### config.mk
export PLATFORM = sky130hd
export DESIGN_NAME = ps2_keycode_source
export DESIGN_NICKNAME = d
export VERILOG_FILES = /design/src/rtl/ps2_keycode_source.sv
export SDC_FILE = /design/constraint.sdc
export NUM_CORES = 1
export LEC_CHECK = 0
export ABC_AREA = 1
export CAP_MARGIN = 20
export CORE_UTILIZATION = 49
export CTS_CLUSTER_SIZE = 8
export DETAILED_ROUTE_END_ITERATION = 10
export PLACE_DENSITY = 0.69
export RECOVER_POWER = 50
export SLEW_MARGIN = 20
export SYNTH_ARGS = -nofsm -noshare
export SYNTH_HDL_FRONTEND = slang
export SYNTH_SLANG_ARGS = --single-unit
### constraint.sdc
create_clock -name clk -period 2.1 [get_ports clk]
set_input_delay 0.21 -clock clk [delete_from_list [all_inputs] [get_ports clk]]
set_output_delay 0.21 -clock clk [all_outputs]
set_load 0.1 [all_outputs]
### src/rtl/ps2_keycode_source.sv
// PS/2 keyboard front end: deserializes set-2 frames, tracks F0/E0 prefixes and
// presents the currently held movement key as an 8-bit HID-style keycode.
module ps2_keycode_source #(
  parameter int TIMEOUT_CYCLES = 50000
) (
  input  logic       clk,
  input  logic       HardReset,
  input  logic       ps2_clk,
  input  logic       ps2_data,
  output logic [7:0] keycode,
  output logic       key_valid,
  output logic       frame_err
);

  localparam int IDLE_W = $clog2(TIMEOUT_CYCLES + 1);
  localparam logic [IDLE_W-1:0] IDLE_LIMIT = IDLE_W'(TIMEOUT_CYCLES);

  localparam logic [1:0] ST_IDLE    = 2'd0;
  localparam logic [1:0] ST_BRK     = 2'd1;
  localparam logic [1:0] ST_EXT     = 2'd2;
  localparam logic [1:0] ST_EXT_BRK = 2'd3;

  function automatic logic [7:0] xlate(input logic [7:0] sc, input logic ext);
    logic [7:0] r;
    r = 8'h00;
    if (ext) begin
      case (sc)
        8'h75:   r = 8'h1A;
        8'h6B:   r = 8'h04;
        8'h72:   r = 8'h16;
        8'h74:   r = 8'h07;
        default: r = 8'h00;
      endcase
    end else begin
      case (sc)
        8'h1D:   r = 8'h1A;
        8'h1C:   r = 8'h04;
        8'h1B:   r = 8'h16;
        8'h23:   r = 8'h07;
        8'h5A:   r = 8'h28;
        8'h29:   r = 8'h2C;
        default: r = 8'h00;
      endcase
    end
    return r;
  endfunction

  // Keyboard housekeeping bytes that must not disturb the prefix tracker.
  function automatic logic is_ignored(input logic [7:0] sc);
    return (sc == 8'hE1) || (sc == 8'hAA) || (sc == 8'hFA) ||
           (sc == 8'hEE) || (sc == 8'h00) || (sc == 8'hFF);
  endfunction

  logic              pclk_s1_q, pclk_s2_q, pclk_h_q;
  logic              pdat_s1_q, pdat_s2_q;
  logic [3:0]        bitcnt_q, bitcnt_d;
  logic [7:0]        shift_q, shift_d;
  logic              parity_q, parity_d;
  logic [IDLE_W-1:0] idle_q, idle_d;
  logic [1:0]        state_q, state_d;
  logic [7:0]        keycode_q, keycode_d;
  logic              kc_chg_q;
  logic              key_valid_q;
  logic              frame_err_q;

  logic              fall;
  logic              byte_ok;
  logic              err;
  logic              do_make, do_brk, use_ext;
  logic [7:0]        xv;

  assign fall = pclk_h_q & ~pclk_s2_q;

  always_comb begin
    bitcnt_d = bitcnt_q;
    shift_d  = shift_q;
    parity_d = parity_q;
    idle_d   = idle_q;
    byte_ok  = 1'b0;
    err      = 1'b0;
    if (fall) begin
      idle_d = '0;
      case (bitcnt_q)
        4'd0: if (!pdat_s2_q) bitcnt_d = 4'd1;
        4'd1, 4'd2, 4'd3, 4'd4, 4'd5, 4'd6, 4'd7, 4'd8: begin
          shift_d  = {pdat_s2_q, shift_q[7:1]};
          bitcnt_d = bitcnt_q + 4'd1;
        end
        4'd9: begin
          parity_d = pdat_s2_q;
          bitcnt_d = 4'd10;
        end
        4'd10: begin
          bitcnt_d = 4'd0;
          if ((^{shift_q, parity_q}) && pdat_s2_q) byte_ok = 1'b1;
          else                                     err     = 1'b1;
        end
        default: bitcnt_d = 4'd0;
      endcase
    end else if (bitcnt_q != 4'd0) begin
      // An edge in the same cycle wins over the timeout (handled above).
      if (idle_q == IDLE_LIMIT) begin
        bitcnt_d = 4'd0;
        idle_d   = '0;
        err      = 1'b1;
      end else begin
        idle_d = idle_q + 1'b1;
      end
    end else begin
      idle_d = '0;
    end
  end

  always_comb begin
    state_d   = state_q;
    keycode_d = keycode_q;
    do_make   = 1'b0;
    do_brk    = 1'b0;
    use_ext   = 1'b0;
    xv        = 8'h00;
    if (byte_ok) begin
      case (state_q)
        ST_IDLE: begin
          if (shift_q == 8'hF0)      state_d = ST_BRK;
          else if (shift_q == 8'hE0) state_d = ST_EXT;
          else if (!is_ignored(shift_q)) do_make = 1'b1;
        end
        ST_BRK: begin
          do_brk  = 1'b1;
          state_d = ST_IDLE;
        end
        ST_EXT: begin
          if (shift_q == 8'hF0) begin
            state_d = ST_EXT_BRK;
          end else begin
            do_make = 1'b1;
            use_ext = 1'b1;
            state_d = ST_IDLE;
          end
        end
        default: begin
          do_brk  = 1'b1;
          use_ext = 1'b1;
          state_d = ST_IDLE;
        end
      endcase
    end
    xv = xlate(shift_q, use_ext);
    if (do_make && (xv != 8'h00)) keycode_d = xv;
    if (do_brk && (xv != 8'h00) && (xv == keycode_q)) keycode_d = 8'h00;
  end

  always_ff @(posedge clk or posedge HardReset) begin
    if (HardReset) begin
      pclk_s1_q   <= 1'b1;
      pclk_s2_q   <= 1'b1;
      pclk_h_q    <= 1'b1;
      pdat_s1_q   <= 1'b1;
      pdat_s2_q   <= 1'b1;
      bitcnt_q    <= 4'd0;
      shift_q     <= 8'h00;
      parity_q    <= 1'b0;
      idle_q      <= '0;
      state_q     <= ST_IDLE;
      keycode_q   <= 8'h00;
      kc_chg_q    <= 1'b0;
      key_valid_q <= 1'b0;
      frame_err_q <= 1'b0;
    end else begin
      pclk_s1_q   <= ps2_clk;
      pclk_s2_q   <= pclk_s1_q;
      pclk_h_q    <= pclk_s2_q;
      pdat_s1_q   <= ps2_data;
      pdat_s2_q   <= pdat_s1_q;
      bitcnt_q    <= bitcnt_d;
      shift_q     <= shift_d;
      parity_q    <= parity_d;
      idle_q      <= idle_d;
      state_q     <= state_d;
      keycode_q   <= keycode_d;
      // key_valid trails the keycode register change by one cycle.
      kc_chg_q    <= (keycode_d != keycode_q);
      key_valid_q <= kc_chg_q;
      frame_err_q <= err;
    end
  end

  assign keycode   = keycode_q;
  assign key_valid = key_valid_q;
  assign frame_err = frame_err_q;

endmodule

==> impl_metrics.json <==
{
  "max_stage_delay_ns": 0.44,
  "rsz0062_at_grt": "true",
  "r2r_end": "kc_chg_q",
  "syn-cell-area_um2": 3020,
  "skew_ns": 0.00632,
  "diodes": 0,
  "switching_power_mw": 1.55,
  "rows": 28,
  "met2_length_um": 3640,
  "antenna_left": 0,
  "violations": "setup timing",
  "ys_seq_area_frac": 0.391,
  "cts.sink_count": 47,
  "synth_area_leaders": "dfrtp_1, nand2_1, inv_1",
  "first_global_vias": 2886,
  "rr_startpoint": "shift_q[2]",
  "dieArea_um2": 6480,
  "fin_util": 0.694,
  "slew_violations": 0,
  "dp_hpwl_um": 5260,
  "die_h_um": 80.5,
  "clk_latency_ns": 0.31,
  "clockBufferDepth": 2,
  "yosys_warnings": 0,
  "r2r_slack_ns": -0.46,
  "synth_top_cell_by_area": "dfrtp_1",
  "worstPathRequired_ns": 2.30,
  "setup_violations": 9,
  "rr_worst_depth": 21,
  "yosys.area.top_type_share": 0.348,
  "cp-startpoint": "shift_q[2]",
  "routed_wl_um": 7550,
  "ir_drop_mv": 0.518,
  "comb_power_share": 0.510,
  "avgViaCountPerCell": 5.14,
  "cp.arrival_ns": 2.77,
  "swShare": 0.424,
  "period_needed_ns": 2.56,
  "antenna_found_initial": 0,
  "numCtsBuffers": 5,
  "syn-num-nets": 449,
  "top_layer_used": "met4",
  "worstMarginPinSlew_ns": 1.17,
  "grt_max_degree": 48,
  "worstHoldPathType": "flip-flop to flip-flop",
  "worst_setup_path_end_kind": "flip-flop",
  "path_buf_inv": 5,
  "final_net_count": 534,
  "htree_levels": 2,
  "fp.coreArea_um2": 5920,
  "cp_common_cell": "nand2_4",
  "fp.dieW_um": 80.5,
  "root_buffer": "clkbuf_8",
  "synth_cells": 439,
  "syn_area_per_cell_um2": 6.88,
  "cp_slowest_cell": "dfrtp_1",
  "leakage_nw": 2.15,
  "wl_met3_um": 358,
  "max_slew_margin": 0.220,
  "gp_congestion": 0.879,
  "seq_power_share": 0.323,
  "io_buffers": 13,
  "clk_pin_slew_ns": 0.10,
  "status": "complete, but fails checks",
  "clkPwrFrac": 0.168,
  "avgRoutedWirePerCell_um": 12.6,
  "fin_ws_ns": -0.464,
  "intPower_mw": 2.11,
  "pwr_density_cell_nw_per_um2": 892,
  "finalHoldViolCount": 0,
  "drt-pass1-iter-count": 5,
  "drc": 0,
  "grt_pass1_wl_um": 12500,
  "worstHoldStart": "pclk_s1_q",
  "drv_cap": 0,
  "dp_slack_ns": -0.425,
  "ys_seq_elements": 47,
  "cp_top_family": "simple AND/OR/NAND/NOR gates",
  "met1_length_um": 3420,
  "vias": 3085,
  "start_kind": "flip-flop",
  "grt_use_total": 0.246,
  "num_io_pins": 14,
  "path_class": "flip-flop to flip-flop",
  "synthDistinctLibCells": 33,
  "drive_above_1_share": 0.362,
  "floorplan.initialDensity": 0.510,
  "syn_to_final_growth_pct": 36.1,
  "timing.fmax_mhz": 390,
  "cts_tree": "done",
  "cp_max_fo": 6,
  "grt-ovfl-total": 0,
  "whs_endpoint": "pclk_s2_q",
  "hold_path_depth": 0,
  "drt_iter0_markers": 149,
  "finalCritPeriodShare": 1.22,
  "crit_path_cell_trace": "inv_2, buf_4, nand3_2, nand3b_4, nand3_2, nand2_2, nor2_4, nand3_4, nand2_4, nand2_4, nand2_4, nand2_4, buf_6, nand2_1, o21ai_2, inv_1, nand2_2, inv_2, nor2_1, nor2_1, nand3_1"
}
==> through the flow <==
| step | hold WS [ns] | instance area, um2 | cells | TNS (ns) | total power [mW] |
|---|---|---|---|---|---|
| after global placement | 0.346 | 3650 | 576 | -1.79 | 2.75 |
| final | 0.368 | 4110 | 600 | -2.70 | 3.67 |
| after CTS | 0.270 | 3930 | 591 | -1.63 | 3.56 |
| after global routing | 0.374 | 4110 | 600 | -4.16 | 3.95 |
| after detailed placement | 0.348 | 3650 | 576 | -2.14 | 2.78 |
| after floorplan | 0.214 | 3070 | 439 | -0.158 | 2.18 |
==> cell usage after synthesis, drive strengths merged <==
| master | n |
|---|---|
| a21oi | 15 |
| o21ai | 22 |
| a31o | 1 |
| xor2 | 2 |
| nor4 | 1 |
| o21bai | 1 |
| o211ai | 1 |
| o22ai | 5 |
| a31oi | 2 |
| dfrtp | 42 |
| nor3 | 18 |
| inv | 76 |
| nand3b | 1 |
| nand3 | 42 |
| nor2 | 56 |
| ha | 6 |
| clkbuf | 1 |
| a211oi | 1 |
| nor3b | 1 |
| dfstp | 5 |
| nand4 | 7 |
| nand2 | 132 |
| buf | 1 |
==> worst max path at each step <==
stage / to / slack, ns / cells past startpoint
after floorplan: kc_chg_q / -0.16 / 22
after global placement: kc_chg_q / -0.39 / 22
after detailed placement: kc_chg_q / -0.42 / 21
after CTS: kc_chg_q / -0.33 / 21
after global routing: kc_chg_q / -0.66 / 20
final: kc_chg_q / -0.46 / 21
==> flip-flops by register name (all words and copies together), names as in the netlist, 2 cells and up <==
signal,flops
state_q,2
idle_q,16
keycode,8
shift_q,8
bitcnt_q,4
==> logic make-up after synthesis <==
logic type               after synthesis  share of synthesized area
buffers and inverters                 78                     0.0994
XOR/XNOR                               2                    0.00580
flip-flops                            47                      0.391
AO/OA/AOI/OAI                         48                     0.0899
adder cells (fa/ha/maj)                6                     0.0249
AND/OR/NAND/NOR                      258                      0.389
==> area by class of cell <==
type | count | area (um2)
Tap cell | 75 | 93.8
Multi-Input combinational cell | 315 | 1810
Timing Repair Buffer | 79 | 629
Sequential cell | 47 | 1180
Clock buffer | 5 | 68.8
Inverter | 76 | 293
Clock inverter | 3 | 28.8
Fill cell | 497 | 1810
==> power groups by stage <==
stage	registers, mW	clock network, mW	logic, mW
after detailed placement	1.18	0	1.59
after floorplan	1.19	0	0.990
after CTS	1.17	0.633	1.76
after global routing	1.20	0.672	2.07
final	1.18	0.614	1.87
after global placement	1.18	0	1.57
==> what timing repair did <==
action                                  in CTS  in global routing
hold buffers                                 0                  0
buffers inserted                             7                  9
gates resized for setup                     37                 37
endpoints found under the setup margin      10                 14
cloned                                       1                  0
pin swaps                                   25                 18
==> metal layers <==
layer,up-vias,track usage
li1,1569,-
met1,1421,0.319
met2,80,0.424
met3,15,0.0420
met4,0,0.0589
met5,-,0
==> cells in the final DEF, fill, tap and decap left out, drive strengths merged, types with 3 or more instances in the layout <==
cell,count
a21oi,15
buf,75
clkbuf,6
dfrtp,42
dfstp,5
dlygate4sd3,3
ha,6
inv,78
nand2,132
nand3,43
nand4,7
nor2,56
nor3,18
o21ai,22
o22ai,5
Power figures use the tool's default switching activity.
